[config.mk]
export PLATFORM = sky130hd
export DESIGN_NAME = draw_deck
export DESIGN_NICKNAME = d
export VERILOG_FILES = /design/src/rtl/draw_deck.sv
export SDC_FILE = /design/constraint.sdc
export NUM_CORES = 1
export LEC_CHECK = 0
export ABC_AREA = 1
export BUFFER_PORTS_ARGS = -buffer_cell sky130_fd_sc_hd__buf_2
export CORE_MARGIN = 2
export CORE_UTILIZATION = 40
export DETAILED_ROUTE_END_ITERATION = 8
export PLACE_DENSITY_LB_ADDON = 0.08
export SETUP_SLACK_MARGIN = 0.3
export SYNTH_ARGS = -nofsm -noshare
export SYNTH_HDL_FRONTEND = slang
export SYNTH_SLANG_ARGS = --single-unit
[constraint.sdc]
create_clock -name clk -period 4.1 [get_ports clk]
set_input_delay 0.205 -clock clk [delete_from_list [all_inputs] [get_ports clk]]
set_output_delay 0.205 -clock clk [all_outputs]
set_load 0.02 [all_outputs]
[src/rtl/draw_deck.sv]
// draw_deck: three-stage pixel pipeline that addresses the deck sprite ROM
// and merges the returned sprite pixels into the passing VGA stream.
// The sprite position is latched once per frame, at pixel (0,0).
// Optional feature macro: DECK_TRANSPARENCY_EN. When it is defined, the key
// colour 12'h0F0 returned by the ROM lets the background show through.
module draw_deck #(
    parameter int ADDR_WIDTH = 13,
    parameter int DATA_WIDTH = 12,
    parameter int WIDTH      = 64,
    parameter int HEIGHT     = 96
) (
    input  logic                  clk,
    input  logic                  rst_n,
    input  logic [10:0]           xpos,
    input  logic [10:0]           ypos,
    input  logic [10:0]           hcount_in,
    input  logic [10:0]           vcount_in,
    input  logic                  hsync_in,
    input  logic                  vsync_in,
    input  logic                  hblnk_in,
    input  logic                  vblnk_in,
    input  logic [11:0]           rgb_in,
    output logic [ADDR_WIDTH-1:0] rom_addr,
    input  logic [DATA_WIDTH-1:0] rom_data,
    output logic [10:0]           hcount_out,
    output logic [10:0]           vcount_out,
    output logic                  hsync_out,
    output logic                  vsync_out,
    output logic                  hblnk_out,
    output logic                  vblnk_out,
    output logic [11:0]           rgb_out
);

    // One pixel's worth of timing, colour and sprite-hit flag in flight.
    typedef struct packed {
        logic [10:0] hcount;
        logic [10:0] vcount;
        logic        hsync;
        logic        vsync;
        logic        hblnk;
        logic        vblnk;
        logic [11:0] rgb;
        logic        in_box;
    } pix_t;

    localparam logic [11:0] KEY_COLOUR = 12'h0F0;

    logic [10:0]           xpos_l;
    logic [10:0]           ypos_l;
    logic                  frame_start;
    logic [10:0]           x_eff;
    logic [10:0]           y_eff;
    logic [11:0]           x_lo;
    logic [11:0]           x_hi;
    logic [11:0]           y_lo;
    logic [11:0]           y_hi;
    logic                  in_box;
    logic [10:0]           dx;
    logic [10:0]           dy;
    logic [ADDR_WIDTH-1:0] addr_next;
    pix_t                  stage1;
    pix_t                  stage2;
    logic [11:0]           sprite_pix;

    // At frame start the freshly requested position is used directly, so a
    // sprite sitting on pixel (0,0) is hit with the new position. Bounds are
    // kept 12 bits wide so a sprite crossing 2047 is clipped, not wrapped.
    always_comb begin
        frame_start = (hcount_in == 11'd0) && (vcount_in == 11'd0);
        x_eff       = frame_start ? xpos : xpos_l;
        y_eff       = frame_start ? ypos : ypos_l;
        x_lo        = {1'b0, x_eff};
        y_lo        = {1'b0, y_eff};
        x_hi        = x_lo + 12'(WIDTH);
        y_hi        = y_lo + 12'(HEIGHT);
        in_box      = ({1'b0, hcount_in} >= x_lo) && ({1'b0, hcount_in} < x_hi) &&
                      ({1'b0, vcount_in} >= y_lo) && ({1'b0, vcount_in} < y_hi);
        dx          = hcount_in - x_eff;
        dy          = vcount_in - y_eff;
        addr_next   = ADDR_WIDTH'(dy) * ADDR_WIDTH'(WIDTH) + ADDR_WIDTH'(dx);
    end

    // Latch the sprite position only at frame start to avoid tearing.
    always_ff @(posedge clk or negedge rst_n) begin
        if (!rst_n) begin
            xpos_l <= 11'd0;
            ypos_l <= 11'd0;
        end else if (frame_start) begin
            xpos_l <= xpos;
            ypos_l <= ypos;
        end
    end

    // Stage 1: issue the ROM address for in-box pixels and register the stream.
    always_ff @(posedge clk or negedge rst_n) begin
        if (!rst_n) begin
            rom_addr <= '0;
            stage1   <= '0;
        end else begin
            if (in_box) begin
                rom_addr <= addr_next;
            end
            stage1.hcount <= hcount_in;
            stage1.vcount <= vcount_in;
            stage1.hsync  <= hsync_in;
            stage1.vsync  <= vsync_in;
            stage1.hblnk  <= hblnk_in;
            stage1.vblnk  <= vblnk_in;
            stage1.rgb    <= rgb_in;
            stage1.in_box <= in_box;
        end
    end

    // Stage 2: hold the stream for the cycle in which the ROM answers.
    always_ff @(posedge clk or negedge rst_n) begin
        if (!rst_n) begin
            stage2 <= '0;
        end else begin
            stage2 <= stage1;
        end
    end

    // Sprite pixel as seen by the mixer, with optional key-colour transparency.
    always_comb begin
        sprite_pix = 12'(rom_data);
`ifdef DECK_TRANSPARENCY_EN
        if (12'(rom_data) == KEY_COLOUR) begin
            sprite_pix = stage2.rgb;
        end
`endif
    end

    // Stage 3: blank, sprite or background selection into the output register.
    always_ff @(posedge clk or negedge rst_n) begin
        if (!rst_n) begin
            hcount_out <= 11'd0;
            vcount_out <= 11'd0;
            hsync_out  <= 1'b0;
            vsync_out  <= 1'b0;
            hblnk_out  <= 1'b0;
            vblnk_out  <= 1'b0;
            rgb_out    <= 12'h000;
        end else begin
            hcount_out <= stage2.hcount;
            vcount_out <= stage2.vcount;
            hsync_out  <= stage2.hsync;
            vsync_out  <= stage2.vsync;
            hblnk_out  <= stage2.hblnk;
            vblnk_out  <= stage2.vblnk;
            if (stage2.hblnk || stage2.vblnk) begin
                rgb_out <= 12'h000;
            end else if (stage2.in_box) begin
                rgb_out <= sprite_pix;
            end else begin
                rgb_out <= stage2.rgb;
            end
        end
    end

`ifndef DECK_TRANSPARENCY_EN
    // Key colour is only consulted when transparency is built in.
    logic unused_key;
    assign unused_key = ^KEY_COLOUR;
`endif

endmodule

==> flow_metrics.tcl, run 1 <==
set metrics [dict create \
    status "finished, final reports clean" \
    critPathLaunchType "primary input" \
    multi_input_area_sq_um 2161 \
    r2r_cells 18 \
    fmax_mhz 287.7 \
    synth_edf_count 0 \
    clock_path_buffers 2 \
    finalPower_mw 3.424 \
    holdWs_ns 0.02470 \
    post_cts_buffers 0 \
    numClockSinks 151 \
    synth_compound_area_frac 0.05561 \
    synthMuxAreaShare 0.003575 \
    power_density_nw_per_um2 419.8 \
    clock_latency_ns 0.42 \
    synthXorXnorAreaFrac 0.03615 \
    io_pins 125 \
    std_cell_rows 45 \
    tns_ns 0 \
    yosys.area_share.simple 0.1607 \
    finalHoldViolCount 0 \
    yosysUniqueCellTypes 38 \
    synth-seq-area-share 0.5998 \
    reg2reg_slack_ns 1.03 \
    diodes 0 \
    vdd_drop_max_uv 287.6 \
    synth_top_area_frac 0.5998 \
    cts-buffers-inserted 17 \
    area_growth_pct 29.47 \
    cts_tree "built" \
    grt_pass1_vias 4417 \
    setup_viol 0 \
    max_slew_margin 0.3170 \
    syn-num-nets 695 \
    path_class "in -> reg" \
    synth_area_leader_cell "dfrtp_1" \
    syn_inst 579 \
    timing.rr.start "xpos_l[0]$_DFF_PN0_" \
    grt_pass1_wl_mm 21.60 \
    h-tree-depth 4 \
    layout-drive-gt1-share 0.2574 \
    crit_fanout 7 \
    cts-root-buf "clkbuf_16" \
    hold_path_depth 3 \
    gr-total-overflow 0 \
    min_to "rgb_out[7]$_DFF_PN0_" \
    drt_iter0_drc 163 \
    placed_cells 912 \
    max_cap_viol_count 0 \
    seqCellArea_sq_um 3779 \
    grt_max_degree 119 \
    synth.area.top_cells "dfrtp_1, ha_1, nand2_1" \
    via_per_inst 4.433 \
    finish.utilization 0.5326 \
    via_count 4362 \
    io_buffer_count 124 \
    wl_per_cell_um 13.27 \
    arrival_ns 3.84 \
    die_area_sq_um 16770 \
    wirelength_mm 13.06 \
    synthAdderAreaFrac 0.08699 \
    worst_pin_slew_ns 1.025 \
    layout_common_cells "dfrtp_1, buf_2, nand2_1, inv_1, dlygate4sd3_1" \
    min_period_ns 3.476 \
    drt_first_pass_iters 4 \
    yosys_warnings 0 \
    die_w_um 129.5 \
    avgSynthCellArea_sq_um 10.88 \
    core-area_sq_um 15310 \
    final_common_cell "dfrtp_1" \
    synth_area_sq_um 6300 \
    ys.flop_type "dfrtp_1" \
    crit_required_ns 4.46 \
    r2r-end "rom_addr[12]$_DFFE_PN0P_" \
    fillCellCount 1428 \
    async_reset_ff_frac 1.000 \
    min_from "rom_data[7]" \
    stdcell_count 984 \
    ys_ff_latch 151 \
    grt_use_total 0.1685 \
    p_leak_nw 4.203 \
    drc 0 \
    synth_top_family_by_area "simple AND/OR/NAND/NOR gates" \
    slew_viol_final 0 \
    fin_nets 876 \
    dpl.hpwl_mm 9.406 \
    endpoint_kind "register" \
    fin_crit_sh 0.8479 \
    hp-class "in -> reg" \
    place_congestion 0.8177 \
    rsz0062_at_grt "no" \
    initial_core_util 0.4114 \
    ant_nets 0 \
    path_clk_slew_ns 0.06 \
    grt_antenna_before_repair 0 \
    skew_ns 0.008899 \
    die_h_um 129.5 \
]
[state kept, by name, summed over array words and instances, names as in the netlist]
name and flops:
vcount_out 11, xpos_l 11, stage1 39, vblnk_out 1, hsync_out 1, stage2 39
rom_addr 13, hblnk_out 1, ypos_l 11, hcount_out 11, vsync_out 1, rgb_out 12
[worst max path at each step]
stage                             from                        to  slack (ns)
after detailed placement  vcount_in[0]  rom_addr[12]$_DFFE_PN0P_        0.18
after CTS                 vcount_in[0]  rom_addr[12]$_DFFE_PN0P_        0.63
final                     vcount_in[0]  rom_addr[12]$_DFFE_PN0P_        0.62
after global routing      vcount_in[0]  rom_addr[11]$_DFFE_PN0P_        0.33
after global placement    vcount_in[0]  rom_addr[12]$_DFFE_PN0P_        0.31
after floorplan           hcount_in[2]  rom_addr[12]$_DFFE_PN0P_        0.39
[critical path, stage by stage]
cell	delay, ns
buf_2	0.12
nor2_1	0.19
nand2_1	0.13
nor2_4	0.23
nand3_4	0.15
mux2_2	0.27
ha_1	0.16
inv_1	0.06
fa_1	0.39
a21oi_1	0.16
nand2_1	0.11
nand3_1	0.07
nand2_1	0.09
xor2_1	0.16
ha_1	0.21
fa_1	0.41
nand3_1	0.09
nand3_1	0.11
a21o_1	0.18
nand2_1	0.07
xnor2_1	0.12
nand3_1	0.09
nand2_1	0.07
[where the power goes]
| group | internal (mW) | switching (mW) |
|---|---|---|
| logic | 0.136 | 0.206 |
| clock network | 0.852 | 0.649 |
| registers | 1.56 | 0.0211 |
| total | 2.55 | 0.876 |
[metrics by stage]
stage	setup WS (ns)	area, sq um
after global routing	0.3297	8157
after CTS	0.6270	8157
after global placement	0.3112	7187
final	0.6238	8157
after detailed placement	0.1781	7187
after floorplan	0.3853	6300
[cells in the mapped netlist, types with 6 or more instances]
| cell | n |
|---|---|
| inv_1 | 73 |
| nand2_1 | 112 |
| dfrtp_1 | 151 |
| nand3_1 | 32 |
| nor2_1 | 25 |
| nand2_2 | 7 |
| ha_1 | 39 |
| o21ai_1 | 13 |
| nor2_4 | 7 |
| nand4_1 | 11 |
| clkbuf_1 | 6 |
| xor2_1 | 22 |
| a21oi_1 | 33 |
[metal layers]
layer | wire length (um) | up-vias | track usage
li1 | - | 2216 | -
met1 | 6276 | 2038 | 0.2311
met2 | 6062 | 96 | 0.2613
met3 | 576 | 12 | 0.04542
met4 | 146 | 0 | 0.05693
met5 | 0 | - | 0
[area by class of cell]
type	instances	area share
well taps	211	0.03237
inverters	77	0.03543
flip-flops and latches	151	0.4633
multi-input cells	340	0.2649
repair buffers	173	0.1342
clock inverters	14	0.01718
clock buffers	18	0.05262
[kinds of logic after synthesis]
logic type | after synthesis
AOI/OAI and AO/OA | 61
xor gates and xnor gates | 26
adders and majority gates | 42
buffers and inverters | 88
DFF | 151
muxes | 2
and+or+nand+nor | 209
[what timing repair did]
action	in CTS	in global routing
hold buffers	40	0
endpoints found under the hold margin	156	0
setup endpoints to repair	0	0
gates resized for setup	0	0
Note: power is estimated with default switching activity, not from simulation.
==> run 2, diff against run 1 <==
--- a/config.mk
+++ b/config.mk
@@ -5,7 +5,7 @@
 export SDC_FILE = /design/constraint.sdc
 export NUM_CORES = 1
 export LEC_CHECK = 0
-export ABC_AREA = 1
+export ABC_AREA = 0
 export BUFFER_PORTS_ARGS = -buffer_cell sky130_fd_sc_hd__buf_2
 export CORE_MARGIN = 2
 export CORE_UTILIZATION = 40
==> constraint.sdc (replaced) <==
create_clock -name clk -period 3.4 [get_ports clk]
set_input_delay 0.17 -clock clk [delete_from_list [all_inputs] [get_ports clk]]
set_output_delay 0.17 -clock clk [all_outputs]
set_load 0.02 [all_outputs]
==> run 2 against run 1 <==
Effect of this change:
- the run now ends with negative setup slack left
- synthesized area decreased by 3.1%
- via count increased by 3.4%
- critical path depth decreased by 1
- clock power increased by 27%
- global-route usage increased by 1.7 points
- routed wire length increased by 9.2%
- worst hold slack got worse by 0.016 ns
- die area decreased by 3.0%
==> flow_metrics.tcl, run 2 <==
set metrics [dict create \
    io_buffer_count 124 \
    worst_pin_slew_ns 0.8652 \
    seqPwrFrac 0.428 \
    synth_area_leader_cell "dfrtp_1" \
    p_sw_frac 0.2551 \
    grt_max_degree 97 \
    grt_antenna_before_repair 1 \
    wirelength_mm 14.27 \
    hp-class "in -> reg" \
    comb_power_share 0.163 \
    std_cell_rows 45 \
    async_reset_ff_frac 1.000 \
    grt_pass1_wl_mm 23.00 \
    synthXorXnorAreaFrac 0.03158 \
    via_count 4511 \
    fin_nets 864 \
    drt_first_pass_iters 4 \
    die_area_sq_um 16260 \
    slew_viol_final 0 \
    crit_fanout 4 \
    io_pins 125 \
    grt_use_total 0.1851 \
    initial_core_util 0.4059 \
    via_per_inst 4.753 \
    cts-root-buf "clkbuf_16" \
    gr-total-overflow 0 \
    layout_common_cells "dfrtp_1, buf_2, buf_4, dlygate4sd3_1, inv_1" \
    die_w_um 127.5 \
    vdd_drop_max_uv 329.9 \
    final_common_cell "dfrtp_1" \
    crit_required_ns 3.71 \
    wl_per_cell_um 15.03 \
    drc 0 \
    path_clk_slew_ns 0.07 \
    synth_top_family_by_area "adder cells" \
    die_h_um 127.5 \
    avgSynthCellArea_sq_um 13.44 \
    internal_power_mw 3.469 \
    place_congestion 0.8456 \
    max_cap_viol_count 0 \
    top_regs "stage1 (39), stage2 (39), rom_addr (13)" \
    placed_cells 865 \
    cts_tree "built" \
    finalHoldViolCount 0 \
    max_slew_margin 0.4232 \
    power_density_nw_per_um2 503.0 \
    synth_area_sq_um 6102 \
    ys.flop_type "dfrtp_1" \
    synth_common_cells "dfrtp_1, ha_1, inv_1" \
    dpl.hpwl_mm 10.10 \
    p_clk_frac 0.409 \
    clock_path_buffers 2 \
    synth.area.top_cells "dfrtp_1, ha_1, mux2i_1" \
    arrival_ns 4.26 \
    synth-seq-area-share 0.6192 \
    ant_nets 0 \
    slowest_delay_ns 0.46 \
    ys_ff_latch 151 \
    fin_crit_sh 1.164 \
    p_switching_mw 1.188 \
    synth_top_area_frac 0.6192 \
    fmax_mhz 252.8 \
    synth_most_common_cell "dfrtp_1" \
    synth_edf_count 0 \
    syn_inst 454 \
    layout-drive-gt1-share 0.4592 \
    synth_compound_area_frac 0.07751 \
    numClockSinks 151 \
    cts-buffers-inserted 17 \
    path_cells "buf_6 > nor4_4 > buf_4 > nand4_1 > nor2_4 > mux2_4 > ha_4 > inv_2 > fa_2 > a21oi_4 > nor2_2 > a2111oi_4 > or3_4 > or4b_4 > o311ai_2 > ha_1 > a21o_1 > a21oi_2 > nor2b_1 > o21ai_1 > xnor2_1 > mux2_4" \
    path_class "in -> reg" \
    syn-num-nets 570 \
    yosysUniqueCellTypes 56 \
    grt_pass1_vias 4653 \
    synthAdderAreaFrac 0.08981 \
    slowest_stage "or4b_4" \
    yosys_warnings 0 \
    area_growth_pct 51.71 \
    setup_ws_ns -0.5562 \
    endpoint_kind "register" \
    yosys.area_share.simple 0.07033 \
    rsz0062_at_grt "yes" \
    h-tree-depth 4 \
    critPathMostFrequentCell "mux2_4" \
    core-area_sq_um 15030 \
    min_period_ns 3.956 \
    fillCellCount 1241 \
    critPathLaunchType "primary input" \
    status "finished with violations" \
    stdcell_count 949 \
    synthMuxAreaShare 0.08386 \
    clock_latency_ns 0.42 \
    violations "negative setup slack" \
    p_leak_nw 4.480 \
    skew_ns 0.007324 \
    tns_ns -3.640 \
    drt_iter0_drc 175 \
    setup_viol 13 \
]
[run 2: area by class of cell]
| class | instances | area [sq um] | share of cell area |
|---|---|---|---|
| antenna | 1 | 2.502 | 0.0002703 |
| clock inverter | 14 | 173.9 | 0.01879 |
| multi-input combinational | 263 | 2510 | 0.2711 |
| clock buffer | 17 | 425.4 | 0.04595 |
| inverter | 35 | 131.4 | 0.01419 |
| tap | 188 | 235.2 | 0.02541 |
| sequential | 151 | 3779 | 0.4082 |
| timing repair buffer | 280 | 2001 | 0.2161 |
[run 2: metal layers]
metal  share of wire  up-vias  track usage
li1                -     2186            -
met1            0.43     2208       0.2237
met2            0.52      104       0.3227
met3           0.041       13      0.05318
met4           0.011        0      0.05430
met5               0        -            0
[run 2: final timing paths]
path,start,endpoint,slack (ns),cells after the start
setup / recovery,hcount_in[6],rom_addr[12]$_DFFE_PN0P_,-0.56,22
hold / removal,xpos[5],xpos_l[5]$_DFF_PN0_,0.009,3
setup reg to reg,xpos_l[0]$_DFF_PN0_,rom_addr[12]$_DFFE_PN0P_,-0.23,17
hold reg to reg,stage1[7]$_DFF_PN0_,stage2[7]$_DFF_PN0_,0.34,0
max in group asynchronous,rst_n,rom_addr[8]$_DFFE_PN0P_,2.22,3
min in group asynchronous,rst_n,hsync_out$_DFF_PN0_,0.38,2
[run 2: logic make-up (layout without fill, tap and decap cells)]
family,Yosys count,count (layout)
AOI/OAI and AO/OA,69,69
xor gates and xnor gates,22,22
adders and majority gates,42,42
buffers and inverters,40,346
DFF,151,151
muxes,46,46
other,0,1
and+or+nand+nor,84,84
[run 2: worst max-delay path, delay by kind of cell]
kind / cells / cell delay [ns]
and+or+nand+nor: 7 / 1.37
AOI/OAI and AO/OA: 6 / 1.10
adders and majority gates: 3 / 0.78
muxes: 2 / 0.46
buffers and inverters: 3 / 0.30
xor gates and xnor gates: 1 / 0.08
[run 2: stage by stage]
step | power [mW] | utilization | cell area [sq um] | hold slack, ns | setup WS (ns)
2_1_floorplan | 2.379 | - | 6232 | -0.1256 | -1.235
3_3_place_gp | 2.706 | 0.5219 | 7846 | 0.2788 | -1.111
3_5_place_dp | 2.721 | 0.5219 | 7846 | 0.2793 | -1.154
4_1_cts | 4.707 | 0.6037 | 9075 | 0.002960 | -0.5464
5_1_grt | 4.883 | 0.6158 | 9258 | 0.003873 | -0.7601
6_report | 4.656 | 0.6158 | 9258 | 0.009125 | -0.5562
[run 2: what timing repair did]
item	CTS	global route
pin swaps	19	11
gates resized for setup	33	30
cloned	1	0
hold buffers	35	0
setup endpoints to repair	14	14
endpoints found under the hold margin	129	0
buffers inserted	13	3
[run 2: power by group through the flow]
stage / sequential (mW) / clock [mW] / combinational, mW
after global placement: 2.02 / 0 / 0.689
final: 1.99 / 1.90 / 0.761
after detailed placement: 2.02 / 0 / 0.697
after floorplan: 2.12 / 0 / 0.255
after global routing: 2.01 / 2.05 / 0.826
after CTS: 1.99 / 1.96 / 0.752
